===== config.mk =====
export PLATFORM = sky130hd
export DESIGN_NAME = spi_miso_rx_fifo
export DESIGN_NICKNAME = d
export VERILOG_FILES = /design/src/rtl/spi_pkg.sv /design/src/rtl/spi_rx_shifter.sv /design/src/rtl/spi_miso_rx_fifo.sv
export SDC_FILE = /design/constraint.sdc
export NUM_CORES = 1
export LEC_CHECK = 0
export CAP_MARGIN = 20
export CORE_MARGIN = 5
export CORE_UTILIZATION = 38
export DETAILED_ROUTE_END_ITERATION = 12
export SYNTH_ARGS = -nofsm -noshare
export SYNTH_HDL_FRONTEND = slang
export SYNTH_SLANG_ARGS = --single-unit

===== constraint.sdc =====
create_clock -name clk -period 2.9 [get_ports clk]
set_input_delay 0.435 -clock clk [delete_from_list [all_inputs] [get_ports clk]]
set_output_delay 0.435 -clock clk [all_outputs]
set_load 0.005 [all_outputs]

===== src/rtl/spi_pkg.sv =====
// Shared SPI definitions for the RX and TX FIFO blocks.
// SPI_RX_LSB_FIRST_EN selects LSB-first assembly of received bytes.
package spi_pkg;

    localparam int SPI_BYTE_W     = 8;
    localparam int SPI_FIFO_DEPTH = 16;

    typedef enum logic {
        RX_IDLE,
        RX_SHIFT
    } rx_state_t;

    // Next shift-register value given the current byte and one MISO bit.
    function automatic logic [SPI_BYTE_W-1:0] rx_shift_in(
        input logic [SPI_BYTE_W-1:0] sr,
        input logic                  b
    );
`ifdef SPI_RX_LSB_FIRST_EN
        return {b, sr[SPI_BYTE_W-1:1]};
`else
        return {sr[SPI_BYTE_W-2:0], b};
`endif
    endfunction

endpackage


===== src/rtl/spi_rx_shifter.sv =====
// Oversampled SPI mode-0 receive shifter: synchronisers, SCK edge
// detect, bit counter and byte assembly (order set in spi_pkg).
module spi_rx_shifter
    import spi_pkg::*;
(
    input  logic                  clk,
    input  logic                  rst,
    input  logic                  spi_cs,
    input  logic                  sck,
    input  logic                  miso,
    output logic [SPI_BYTE_W-1:0] rx_byte,
    output logic                  byte_done
);

    logic [1:0]            sck_sync;
    logic [1:0]            miso_sync;
    logic [1:0]            cs_sync;
    logic                  sck_d;
    logic [1:0]            warm;
    logic                  cs_armed;
    rx_state_t             state_q;
    rx_state_t             state_d;
    logic [2:0]            bit_cnt;
    logic [SPI_BYTE_W-1:0] shreg;
    logic                  sync_sck;
    logic                  sync_miso;
    logic                  sync_cs;
    logic                  sck_rise;
    logic                  shift_en;

    assign sync_sck  = sck_sync[1];
    assign sync_miso = miso_sync[1];
    assign sync_cs   = cs_sync[1];
    assign sck_rise  = sync_sck & ~sck_d;

    always_ff @(posedge clk or negedge rst) begin
        if (!rst) begin
            sck_sync  <= '0;
            miso_sync <= '0;
            cs_sync   <= '0;
            sck_d     <= 1'b0;
            warm      <= '0;
        end else begin
            sck_sync  <= {sck_sync[0], sck};
            miso_sync <= {miso_sync[0], miso};
            cs_sync   <= {cs_sync[0], spi_cs};
            sck_d     <= sync_sck;
            warm      <= {warm[0], 1'b1};
        end
    end

    // A real low CS sample is required after reset before any capture,
    // so a transfer cut by reset is never resumed mid-byte.
    always_ff @(posedge clk or negedge rst) begin
        if (!rst) begin
            cs_armed <= 1'b0;
        end else if (warm[1] && !sync_cs) begin
            cs_armed <= 1'b1;
        end
    end

    always_comb begin
        state_d  = state_q;
        shift_en = 1'b0;
        unique case (state_q)
            RX_IDLE: begin
                if (sync_cs && cs_armed) begin
                    state_d = RX_SHIFT;
                end
            end
            RX_SHIFT: begin
                if (!sync_cs) begin
                    state_d = RX_IDLE;
                end else begin
                    shift_en = sck_rise;
                end
            end
            default: state_d = RX_IDLE;
        endcase
    end

    always_ff @(posedge clk or negedge rst) begin
        if (!rst) begin
            state_q <= RX_IDLE;
            bit_cnt <= '0;
            shreg   <= '0;
        end else begin
            state_q <= state_d;
            if (state_q == RX_IDLE || !sync_cs) begin
                bit_cnt <= '0;
            end else if (shift_en) begin
                bit_cnt <= bit_cnt + 3'd1;
                shreg   <= rx_shift_in(shreg, sync_miso);
            end
        end
    end

    assign rx_byte   = rx_shift_in(shreg, sync_miso);
    assign byte_done = shift_en && (bit_cnt == 3'd7);

endmodule


===== src/rtl/spi_miso_rx_fifo.sv =====
// SPI MISO receiver with byte FIFO and read-enable/valid read port.
// SPI_RX_LSB_FIRST_EN (optional) reverses the received bit order.
module spi_miso_rx_fifo
    import spi_pkg::*;
#(
    parameter int DEPTH = SPI_FIFO_DEPTH,
    parameter int ASIZE = 4,
    parameter int DSIZE = SPI_BYTE_W
) (
    input  logic             clk,
    input  logic             rst,
    input  logic             spi_cs,
    input  logic             sck,
    input  logic             miso,
    input  logic             rd_en,
    input  logic             clr_ovf,
    output logic [DSIZE-1:0] rdata,
    output logic             rd_valid,
    output logic             empty,
    output logic             full,
    output logic [ASIZE:0]   count,
    output logic             overflow
);

    logic [DSIZE-1:0] mem [DEPTH];
    logic [ASIZE:0]   wptr;
    logic [ASIZE:0]   rptr;
    logic [DSIZE-1:0] rx_byte;
    logic             byte_done;
    logic             pop;
    logic             push_ok;
    logic             drop;

    spi_rx_shifter u_shifter (
        .clk       (clk),
        .rst       (rst),
        .spi_cs    (spi_cs),
        .sck       (sck),
        .miso      (miso),
        .rx_byte   (rx_byte),
        .byte_done (byte_done)
    );

    assign empty = (wptr == rptr);
    assign full  = (wptr[ASIZE] != rptr[ASIZE]) &&
                   (wptr[ASIZE-1:0] == rptr[ASIZE-1:0]);
    assign count = wptr - rptr;

    // A pop in the same cycle frees the slot a full-FIFO push needs.
    assign pop     = rd_en && !empty;
    assign push_ok = byte_done && (!full || pop);
    assign drop    = byte_done && full && !pop;

    always_ff @(posedge clk) begin
        if (push_ok) begin
            mem[wptr[ASIZE-1:0]] <= rx_byte;
        end
    end

    always_ff @(posedge clk or negedge rst) begin
        if (!rst) begin
            wptr <= '0;
            rptr <= '0;
        end else begin
            if (push_ok) begin
                wptr <= wptr + 1'b1;
            end
            if (pop) begin
                rptr <= rptr + 1'b1;
            end
        end
    end

    always_ff @(posedge clk or negedge rst) begin
        if (!rst) begin
            rdata    <= '0;
            rd_valid <= 1'b0;
        end else begin
            rd_valid <= pop;
            if (pop) begin
                rdata <= mem[rptr[ASIZE-1:0]];
            end
        end
    end

    always_ff @(posedge clk or negedge rst) begin
        if (!rst) begin
            overflow <= 1'b0;
        end else if (drop) begin
            overflow <= 1'b1;
        end else if (clr_ovf) begin
            overflow <= 1'b0;
        end
    end

endmodule


; Yosys cells after proc, flatten, opt, wreduce, memory -nomap -nowiden
; Memory sizes are Yosys's and may differ from the RTL's. A register that Yosys moved wholly into a read port is not among the register bits.
; Cells that the tools add are included.
[word_totals]
mem_bits_rw = 128
ff_bits = 33
n_memories = 1
inputBits = 7
[memory_table]
columns = memory, depth, word_bits, rd, rd_clocked_by_memory_dff, wr, line_no
row1 = mem, 16, 8, 1, 1, 1, spi_miso_rx_fifo.sv:25  ; logic [DSIZE-1:0] mem [DEPTH];
[op_classes]
muxes = 11
reduce_logical = 18
eq_ne = 4
add_sub_neg = 4
n_bitwise = 4
[op_table]
columns = op, count
row1 = $add A5 B1 Y5 const B, 2
row2 = $logic_and A1 B1 Y1, 8
row3 = $mux W1, 8
row4 = $mux W3, 2
row5 = $eq A5 B5 Y1, 1
row6 = $logic_not A1 Y1, 5
row7 = $sub A5 B5 Y5, 1
row8 = $eq A4 B4 Y1, 1
row9 = $reduce_bool A2 Y1, 2
row10 = $add A3 B1 Y3 const B, 1
row11 = $eq A3 B3 Y1 const B, 1
row12 = $not A1 Y1, 3
row13 = $logic_or A1 B1 Y1, 2
row14 = $pmux W1 S2, 1
row15 = $reduce_and A2 Y1, 1
row16 = $and A1 B1 Y1, 1
row17 = $ne A1 B1 Y1, 1

; Longest topological paths before layout
; Gate-level depths: netlist of the first run.
[logic_depth]
depth_word = 8
ltp_mapped = 9
mapped_depth_nobuf = 7

; By module
; From an unflattened synthesis of the first run, not the netlist that was laid out.
[hier_totals]
cells_unflattened = 406
hier_area_um2 = 6756.5
[modules_own_cells]
columns = module, area_each_um2, seq_area_each_um2, n_inst, cells_each
row1 = spi_miso_rx_fifo, 5988.2, 4344.2, 1, 358
row2 = spi_rx_shifter, 768.2, 525.5, 1, 48

; Worst setup path after synthesis of the first run
; No wires, ideal clock.
[synth_path]
path_kind = register to register
from = register rptr[1]
to = memory mem[12][0] (netlist name), enable pin
t_required_ns = 2.622
arrival_time_ns = 2.149
path_buffers = 2
path_slack_ns = 0.474
synth_period_minus_slack_ns = 2.426
stages_incl_launch_ff = 9
path_cell_list = dfrtp_1 buf_2 buf_2 inv_1 ha_1 nand4_1 o311a_4 and2_4 and3_1
[synth_between]
elab_chain_cells = 7
word_cells_on_any_way = 10
cone_classes = eq/ne (2) / mux (2) / reduce/logical (6)
[synth_lines]
columns = element, line_no
row1 = from (decl), spi_miso_rx_fifo.sv:27  ; logic [ASIZE:0] rptr;
row2 = from (signal assigned), spi_miso_rx_fifo.sv:69  ; rptr <= rptr + 1'b1;
row3 = $eq A5 B5 Y1 / $eq A4 B4 Y1 (equally long branches), "spi_miso_rx_fifo.sv:44, spi_miso_rx_fifo.sv:46"
row4 = $logic_not A1 Y1 / $logic_and A1 B1 Y1 (equally long branches), "spi_miso_rx_fifo.sv:50, spi_miso_rx_fifo.sv:45"
row5 = $logic_and A1 B1 Y1 / $logic_not A1 Y1 (equally long branches), "spi_miso_rx_fifo.sv:50, spi_miso_rx_fifo.sv:51"
row6 = $logic_or A1 B1 Y1 *, spi_miso_rx_fifo.sv:51  ; assign push_ok = byte_done && (!full || pop);
row7 = $logic_and A1 B1 Y1 *, spi_miso_rx_fifo.sv:51
row8 = $mux W1 *, spi_miso_rx_fifo.sv:55  ; if (push_ok) begin
row9 = $mux W1 (not written as such) *, spi_miso_rx_fifo.sv:56  ; mem[wptr[ASIZE-1:0]] <= rx_byte;
row10 = to (decl), spi_miso_rx_fifo.sv:25
; Mark *: on every way between the ends. The rest lies on a longest branch, timed or not.

; Final worst setup path of the first run
[layout_path]
from = register wptr[1]
to = output count[3]
[layout_between]
elab_chain_cells = 1
[layout_lines]
columns = element, line_no
row1 = from (decl), spi_miso_rx_fifo.sv:26  ; logic [ASIZE:0] wptr;
row2 = from (signal assigned), spi_miso_rx_fifo.sv:66  ; wptr <= wptr + 1'b1;
row3 = $sub A5 B5 Y5, spi_miso_rx_fifo.sv:47  ; assign count = wptr - rptr;
row4 = to (decl), spi_miso_rx_fifo.sv:21  ; output logic [ASIZE:0] count,
; No other way between the ends.

==> summary.txt, run 1 <==
Outcome
  – Outcome: complete, no violations

STA
  – Worst Clk Skew: 7.49 ps
  – Final Max Tran Viols: 0
  – Final count of hold timing violations: 0
  – RSZ-0062 raised after global routing: no
  – Fin crit period: 2710 ps
  – Hold WS: 160 ps
  – Relative slew slack: 0.367
  – Setup TNS: 0 ps
  – F_max: 369 MHz
  – Crit share post-route: 0.934
  – Count of final setup violators: 0
  – Worst-Margin Slew: 949 ps

Clock tree
  – Reg clk slew, reported paths: 70 ps
  – H-tree depth: 4
  – CTS tree: done
  – Num CTS Buffers: 17
  – CTS sink cnt: 169
  – Root Buffer: clkbuf_16
  – Hold_buf cts: 0
  – Clock latency on the worst-skew pair: 420 ps
  – Clock tree buffer depth: 2

Hold path
  – Hold WC Path Type: primary input to asynchronous set/reset pin

Floorplan
  – Core area: 0.0174 mm2
  – Ports: 24
  – Die Width: 143 um
  – Die ar.: 0.0205 mm2
  – Die height: 143 um
  – Initial Utilization: 0.388
  – FP Rows: 48

Routing
  – Detailed-route via count: 3,412
  – DR iter-0 viols: 289
  – Routed len/inst: 19.7 um
  – DRC viols: 0
  – Vias/cell: 5.08
  – First-pass DRT Iterations: 4
  – Antenna-violating nets left: 0
  – Final WL: 13.2 mm

Global routing
  – Vias in the first global route: 3,657
  – Largest net degree at the start of global routing: 45
  – Global-route wire length before repair: 20.9 mm
  – GRT Overall Usage: 0.140
  – GR Overflow Total: 0
  – Initial antenna violation count: 0

Worst setup path
  – CP startpoint kind: flip-flop
  – CP max FO: 6
  – Setup crit end kind: primary output
  – Setup CP Type: flip-flop to primary output
  – Worst path arrival time: 2270 ps
  – Reg2Reg Depth: 5
  – R2R Setup Slk: 300 ps
  – Crit path launch: wptr[1]
  – Crit Reg-Reg Endpoint: mem[8][6]
  – Critical Path RT: 2470 ps
  – R2R Path Start: wptr[3]

Cells and area
  – N_diodes: 0
  – Fin area: 0.00780 mm2
  – Footprint of the multi-input gates: 0.00173 mm2
  – Share of cells above drive strength 1: 0.141
  – # nets final: 453
  – Area grow syn2layout: 15.8%
  – Fill cells: 1,491
  – Sequential cell area: 0.00487 mm2

Yosys
  – Syn Std Cell Area: 0.00674 mm2
  – Post-synth EDFFs: 128
  – Average cell area after synthesis: 16.8 um2
  – Yosys cell types: 41
  – Top-area cell type share of the netlist area: 0.571
  – Mapped Cells: 400
  – Synth warnings: 0
  – Synth area leaders: edfxtp_1 57%, dfrtp_1 15%, mux2i_1 7.4%
  – Top-count cell post-synth: edfxtp_1
  – Register area share after synthesis: 0.723
  – Leading area contributor after synthesis: edfxtp_1
  – Seq cells post-synth: 169
  – Ys async rst share: 0.243
  – Mapped Nets: 419
  – Top cells by count, synth: 128 x edfxtp_1, 50 x mux2i_1, 41 x dfrtp_1, 24 x nor2_1, 16 x o22ai_1
  – Main synth FF type: edfxtp_1

Place
  – Port Buffers: 23
  – Area after DPL: 0.00720 mm2
  – Gpl congestion: 0.792
  – Hpwl dp: 8.56 mm

Power and ir drop
  – Cell Pwr Density: 882 mW/mm2
  – Worst vdd ir: 493 uV
  – Lkg Pwr: 2.84 nW

Flow run
  – Max cap viols: 0
## metrics by stage
| stage | util | total power, mW | instances | setup WS [ps] |
|---|---|---|---|---|
| final | 0.450 | 6.88 | 672 | 191 |
| after global placement | 0.415 | 4.72 | 639 | 321 |
| after detailed placement | 0.415 | 4.75 | 639 | 267 |
| after CTS | 0.450 | 6.95 | 672 | 171 |
| after global routing | 0.450 | 7.22 | 672 | 20.7 |
| after floorplan | - | 4.10 | 400 | 474 |
## placed cells by master (no fill, tap or decap), types with 2 or more instances in the layout
master and count:
and3_1 4, edfxtp_1 128, xnor2_1 9, nand3b_1 2
nor3b_1 2, nand2_1 5, buf_4 9, clkdlybuf4s50_1 21
xor2_1 4, ha_1 11, dfrtp_1 40, and2_1 12
mux4_2 8, a21oi_1 2, inv_4 3, clkinv_4 3
inv_6 2, o21ai_0 11, inv_1 8, clkbuf_16 20
nor2_1 24, o22ai_1 16, a31oi_1 8, mux2i_1 50
a21o_1 3, clkinv_2 3, a221oi_1 8, mux2_2 7
nand4_1 5
## flip-flops by register name (all words and copies together) (netlist names)
signal               count
overflow                 1
u_shifter.bit_cnt        3
rptr                     5
u_shifter.sck_d          1
u_shifter.sck_sync       2
u_shifter.cs_armed       1
u_shifter.miso_sync      2
u_shifter.shreg          7
mem                    128
rdata                    8
u_shifter.state_q        1
u_shifter.cs_sync        2
u_shifter.warm           2
rd_valid                 1
wptr                     5
## cells by family (layout without fill, tap and decap cells)
| family | after synthesis | in the layout | synth area share |
|---|---|---|---|
| flops | 169 | 169 | 0.723 |
| simple gates | 62 | 62 | 0.0488 |
| fa+ha+maj | 12 | 12 | 0.0234 |
| compound gates | 51 | 51 | 0.0524 |
| mux | 65 | 65 | 0.113 |
| xor+xnor | 14 | 14 | 0.0193 |
| other cells | 1 | 1 | 0.000557 |
| buf+inv | 26 | 73 | 0.0199 |
## layout make-up
| type | instances | area share |
|---|---|---|
| clock buffer | 21 | 0.0659 |
| timing repair buffer | 32 | 0.0374 |
| tap | 225 | 0.0361 |
| clock inverter | 11 | 0.00994 |
| inverter | 9 | 0.00433 |
| sequential | 169 | 0.624 |
| multi-input combinational | 205 | 0.222 |
## worst max-delay path: stages, from the launching register on
cell	delay (ps)
dfrtp_1	460
ha_1	360
a21o_1	180
a21oi_1	180
xnor2_1	140
clkdlybuf4s50_1	530
## report_power, final
part	internal (mW)	switching (mW)
combinational	0.769	0.883
clock	1.28	0.922
sequential	2.83	0.205
## per-layer routing
| metal | vias to the layer above | global-route usage | part of all wire |
|---|---|---|---|
| met4 | 0 | 0.0540 | 0.019 |
| met1 | 1704 | 0.184 | 0.45 |
| met3 | 21 | 0.0348 | 0.048 |
| li1 | 1607 | - | - |
| met2 | 80 | 0.225 | 0.48 |
| met5 | - | 0 | 0 |
## repair_timing
| action | 4_1_cts | 5_1_grt |
|---|---|---|
| resized for setup | 2 | 0 |
| setup buffers | 1 | 0 |
| setup endpoints to repair | 1 | 0 |
## worst max path at each step
stage / end / slack (ps) / cells past startpoint
global route: full / 20 / 4
detailed placement: count[4] / 270 / 8
finish: count[3] / 190 / 5
CTS: count[4] / 170 / 8
floorplan: mem[12][0] / 470 / 8
global placement: count[4] / 320 / 8
Power figures use the tool's default switching activity.
==> run 2: changes to the inputs <==
GPL_TIMING_DRIVEN = 0   (was not set)
SYNTH_HIERARCHICAL = 1   (was not set)
==> summary.txt, run 2 <==
Cells and area
  – Fin util: 0.460
  – Max reg flops: 128
  – Area grow syn2layout: 18.3%
  – Fin cells: 695
  – Most common cell after layout, fill and taps aside: edfxtp_1
  – Share of cells above drive strength 1: 0.185
  – Commonest non-fill, non-tap cells in the layout: 128 x edfxtp_1, 50 x mux2i_1, 39 x dfrtp_1
  – N_diodes: 0
  – # nets final: 476
  – Fin area: 0.00799 mm2

Worst setup path
  – CP max FO: 10
  – Worst path arrival time: 2370 ps
  – Setup CP Type: flip-flop to primary output
  – Critical Path RT: 2470 ps
  – Setup crit end kind: primary output
  – CP startpoint kind: flip-flop

STA
  – RSZ-0062 raised after global routing: no
  – Worst Clk Skew: 13.2 ps
  – Relative slew slack: 0.512
  – Worst-Margin Slew: 732 ps
  – Fin crit period: 2810 ps
  – Final count of hold timing violations: 0
  – Fin worst setup slack: 92.4 ps
  – F_max: 356 MHz
  – Setup TNS: 0 ps
  – Crit share post-route: 0.968
  – Hold WS: 348 ps
  – Count of final setup violators: 0
  – Final Max Tran Viols: 0

Clock tree
  – CTS sink cnt: 169
  – Num CTS Buffers: 17
  – Root Buffer: clkbuf_16
  – Clock latency on the worst-skew pair: 430 ps
  – CTS tree: done
  – Clock tree buffer depth: 2
  – H-tree depth: 4
  – Reg clk slew, reported paths: 60 ps

Global routing
  – Largest net degree at the start of global routing: 33
  – GR Overflow Total: 0
  – Global-route wire length before repair: 21.1 mm
  – Vias in the first global route: 3,682
  – Initial antenna violation count: 0
  – GRT Overall Usage: 0.142

Routing
  – Vias/cell: 5.10
  – Routed len/inst: 19.4 um
  – DR iter-0 viols: 201
  – DRC viols: 0
  – Final WL: 13.5 mm
  – Detailed-route via count: 3,544
  – Antenna-violating nets left: 0
  – First-pass DRT Iterations: 5

Flow run
  – Max cap viols: 0

Yosys
  – Syn Std Cell Area: 0.00676 mm2
  – Main synth FF type: edfxtp_1
  – Top-area cell type share of the netlist area: 0.569
  – Register area share after synthesis: 0.721
  – Adder-cell share of the synthesized area: 0.0233
  – Mapped Cells: 406
  – Ys async rst share: 0.243
  – Compound-gate portion of the synthesized area: 0.0480
  – Post-Synth XOR/XNOR Area: 0.0181
  – Synth area leaders: edfxtp_1 57%, dfrtp_1 15%, mux2i_1 7.4%
  – Average cell area after synthesis: 16.6 um2
  – Leading area contributor after synthesis: edfxtp_1
  – Top cells by count, synth: 128 x edfxtp_1, 50 x mux2i_1, 41 x dfrtp_1, 36 x nor2_1, 16 x o22ai_1
  – Synth warnings: 6
  – Mapped Nets: 425
  – Seq cells post-synth: 169
  – Post-synthesis mux area share: 0.117
  – Top-count cell post-synth: edfxtp_1
  – Post-Synth Simple-Gate Area: 0.0437
  – Yosys cell types: 38
  – Largest family of logic cells by synthesized area: multiplexers
  – Post-synth EDFFs: 128

Floorplan
  – Ports: 24
  – FP Rows: 48
  – Core area: 0.0174 mm2
  – Die Width: 143 um
  – Initial Utilization: 0.389
  – Die height: 143 um
  – Die ar.: 0.0205 mm2

Place
  – DP Worst Slack: -544 ps
  – Gpl congestion: 0.797
  – Hpwl dp: 9.02 mm
  – Area after DPL: 0.00731 mm2
  – Placed insts: 659
  – Port Buffers: 23

Power and ir drop
  – Tot Pwr: 7.06 mW
  – Worst vdd ir: 467 uV
  – Lkg Pwr: 2.95 nW
  – Cell Pwr Density: 883 mW/mm2

Hold path
  – Hold WC Path Type: flip-flop to flip-flop

Outcome
  – Outcome: complete, no violations
-- run 2: cell count changes after synthesis, moves of 3 or more --
cell / before / now
nor3_1: 1 / 4
nand2_1: 5 / 9
nor2_1: 24 / 36
o21ai_1: 0 / 8
mux2_4: 0 / 7
and3_1: 4 / 0
and2_1: 12 / 0
o21ai_0: 11 / 3
mux2_2: 7 / 0
-- run 2: critical path, cell delays in order, from the launching register on --
cell	delay, ps
dfrtp_1	310
buf_2	220
clkinvlp_4	170
ha_1	360
nand4_1	180
nor2_1	170
clkdlybuf4s50_1	530
-- run 2: final cells by class --
cell class / count / area (um2)
Multi-Input combinational cell: 206 / 1740
Inverter: 11 / 48.8
Tap cell: 225 / 282
Sequential cell: 169 / 4870
Buffer: 19 / 165
Clock inverter: 14 / 148
Timing Repair Buffer: 33 / 307
Clock buffer: 18 / 429
Fill cell: 1513 / 9360
-- run 2: timing repair --
action                                  CTS  global route
endpoints found under the setup margin  134            47
buffers inserted                          4             0
endpoints found under the hold margin     9             0
hold buffers                              1             0
resized for setup                        21             5
-- run 2: worst paths after layout --
path                                       startpoint                     to  slack [ps]  cells after the start
worst max-delay path                          rptr[2]                   full          90                      6
worst min-delay path            u_shifter/sck_sync[0]  u_shifter/sck_sync[1]         350                      0
worst max register to register                rptr[2]              mem[3][7]         150                      9
worst min register to register  u_shifter/sck_sync[0]  u_shifter/sck_sync[1]         350                      0
max in group asynchronous                         rst                rptr[3]        2020                      3
min in group asynchronous                         rst     u_shifter/cs_armed         410                      2
-- run 2: metal layers --
layer | vias up | wire length [um] | track usage
li1 | 1645 | - | -
met1 | 1823 | 6140 | 0.184
met2 | 61 | 6590 | 0.227
met3 | 15 | 552 | 0.0439
met4 | 0 | 194 | 0.0500
met5 | - | 0 | 0
-- run 2: report_power, final --
group          leakage (nW)  internal, mW  total [mW]  switching (mW)
Sequential             1.64          2.82        3.03           0.209
Clock                 0.279          1.27        2.19           0.923
Combinational          1.03         0.913        1.84           0.922
-- run 2: cell families (layout without fill, tap and decap cells) --
family,count (synthesis),after routing
buf+inv,31,95
compound gates,50,50
xor+xnor,14,14
simple gates,64,64
flops,169,169
other cells,1,1
fa+ha+maj,12,12
mux,65,65
==> run 3: changes to the inputs <==
CTS_BUF_LIST = sky130_fd_sc_hd__clkbuf_2   (was not set)
==> summary.txt, run 3 (synthesis gave the netlist of run 2 again) <==
Outcome
  – Outcome: complete, no violations

Global routing
  – Global-route wire length before repair: 20.9 mm
  – GR Overflow Total: 0
  – Vias in the first global route: 3,617
  – Largest net degree at the start of global routing: 33
  – GRT Overall Usage: 0.139
  – Initial antenna violation count: 1

STA
  – Final count of hold timing violations: 0
  – Count of final setup violators: 0
  – F_max: 361 MHz
  – Worst-Margin Slew: 757 ps
  – Final Max Tran Viols: 0
  – RSZ-0062 raised after global routing: yes
  – Relative slew slack: 0.495
  – Hold WS: 85.0 ps
  – Worst Clk Skew: 41.4 ps
  – Fin crit period: 2770 ps
  – Fin worst setup slack: 131 ps
  – Crit share post-route: 0.955

Floorplan
  – FP Rows: 48
  – Ports: 24
  – Die height: 143 um
  – Die ar.: 0.0205 mm2
  – Die Width: 143 um
  – Initial Utilization: 0.389
  – Core area: 0.0174 mm2

Cells and area
  – Footprint of the multi-input gates: 0.00176 mm2
  – Fin cells: 698
  – Commonest non-fill, non-tap cells in the layout: 128 x edfxtp_1, 50 x mux2i_1, 39 x dfrtp_1
  – Most common cell after layout, fill and taps aside: edfxtp_1
  – Area grow syn2layout: 13.9%
  – # nets final: 478
  – Share of cells above drive strength 1: 0.193
  – Fill cells: 1,540
  – Sequential cell area: 0.00487 mm2
  – Fin area: 0.00769 mm2
  – Max reg flops: 128

Power and ir drop
  – Worst vdd ir: 319 uV
  – Cell Pwr Density: 793 mW/mm2
  – Lkg Pwr: 2.84 nW
  – Tot Pwr: 6.10 mW

Place
  – Placed insts: 659
  – DP Worst Slack: -544 ps
  – Port Buffers: 23
  – Gpl congestion: 0.797
  – Area after DPL: 0.00731 mm2
  – Hpwl dp: 9.02 mm

Worst setup path
  – Slowest library cell on the worst path: dfrtp_1
  – Crit path launch: wptr[0]
  – R2R Path Start: u_shifter/sck_d
  – Setup CP Type: flip-flop to primary output
  – CP startpoint kind: flip-flop
  – Crit path cell chain: inv_2, ha_1, inv_1, fa_2, a21o_1, a21oi_2, xnor2_1, buf_2
  – Setup crit end kind: primary output
  – Critical path's largest stage delay: 440 ps
  – CP max FO: 2
  – Worst path arrival time: 2330 ps
  – Critical Path RT: 2470 ps

Routing
  – Vias/cell: 5.06
  – Final WL: 13.3 mm
  – DRC viols: 0
  – Routed len/inst: 19.1 um
  – Detailed-route via count: 3,530
  – DR iter-0 viols: 233
  – Antenna-violating nets left: 0
  – First-pass DRT Iterations: 5

Clock tree
  – Root Buffer: clkbuf_2
  – Clock tree buffer depth: 2
  – CTS sink cnt: 169
  – CTS tree: done
  – Num CTS Buffers: 17
  – H-tree depth: 4
  – Clock latency on the worst-skew pair: 710 ps
  – Reg clk slew, reported paths: 240 ps

Hold path
  – Hold WC Path Type: primary input to asynchronous set/reset pin

Flow run
  – Max cap viols: 0
-- run 3: changes by cell type in the layout (fill, tap and decap cells not counted), sizes merged --
| cell | previous run | this run |
|---|---|---|
| inv | 11 | 12 |
| dlymetal6s2s | 0 | 1 |
| clkinvlp | 3 | 2 |
| diode | 0 | 1 |
| clkdlybuf4s50 | 21 | 16 |
| dlygate4sd2 | 1 | 4 |
| buf | 27 | 30 |
-- run 3: through the flow --
step | utilization | setup TNS [ps]
global placement | 0.419 | -46540
finish | 0.443 | 0
floorplan | - | 0
CTS | 0.442 | -117
global route | 0.443 | -137
detailed placement | 0.421 | -41860
-- run 3: layout make-up --
cell class | count | share of cell area
clock buffers | 18 | 0.0117
repair buffers | 35 | 0.0410
well taps | 225 | 0.0366
multi-input cells | 206 | 0.229
diodes | 1 | 0.000325
plain buffers | 19 | 0.0223
flip-flops and latches | 169 | 0.633
inverters | 11 | 0.00618
clock inverters | 14 | 0.0192
-- run 3: path summary, 6_finish.rpt --
path / to / slack (ps) / cells past startpoint
setup reg to reg: mem[10][5] / 140 / 8
setup / recovery: count[4] / 130 / 8
max in group asynchronous: rptr[3] / 2320 / 3
hold / removal: u_shifter/cs_armed / 90 / 2
min in group clk: u_shifter/cs_sync[0] / 130 / 1
hold reg to reg: u_shifter/cs_sync[1] / 380 / 0
-- run 3: worst max-delay path: cells and delay by family, from the launching register on --
family,cells,cell delay (ps)
compound gates,2,340
xor+xnor,1,120
fa+ha+maj,2,480
buf+inv,3,250
flops,1,440
-- run 3: power by group --
group | leakage, nW | internal [mW] | switching [mW]
registers | 1.64 | 2.82 | 0.202
clock network | 0.143 | 0.403 | 0.804
logic | 1.06 | 0.923 | 0.945
-- run 3: repair_timing --
item,CTS,global route
cloned,0,0
hold endpoints to repair,41,0
buffers inserted,6,0
setup endpoints to repair,134,21
hold buffers,1,0
resized for setup,28,9
pin swaps,1,1
-- run 3: metal layers --
metal,global-route usage,wire (um)
met1,0.187,6020
met2,0.221,6530
met3,0.0409,576
met4,0.0446,205
met5,0,0
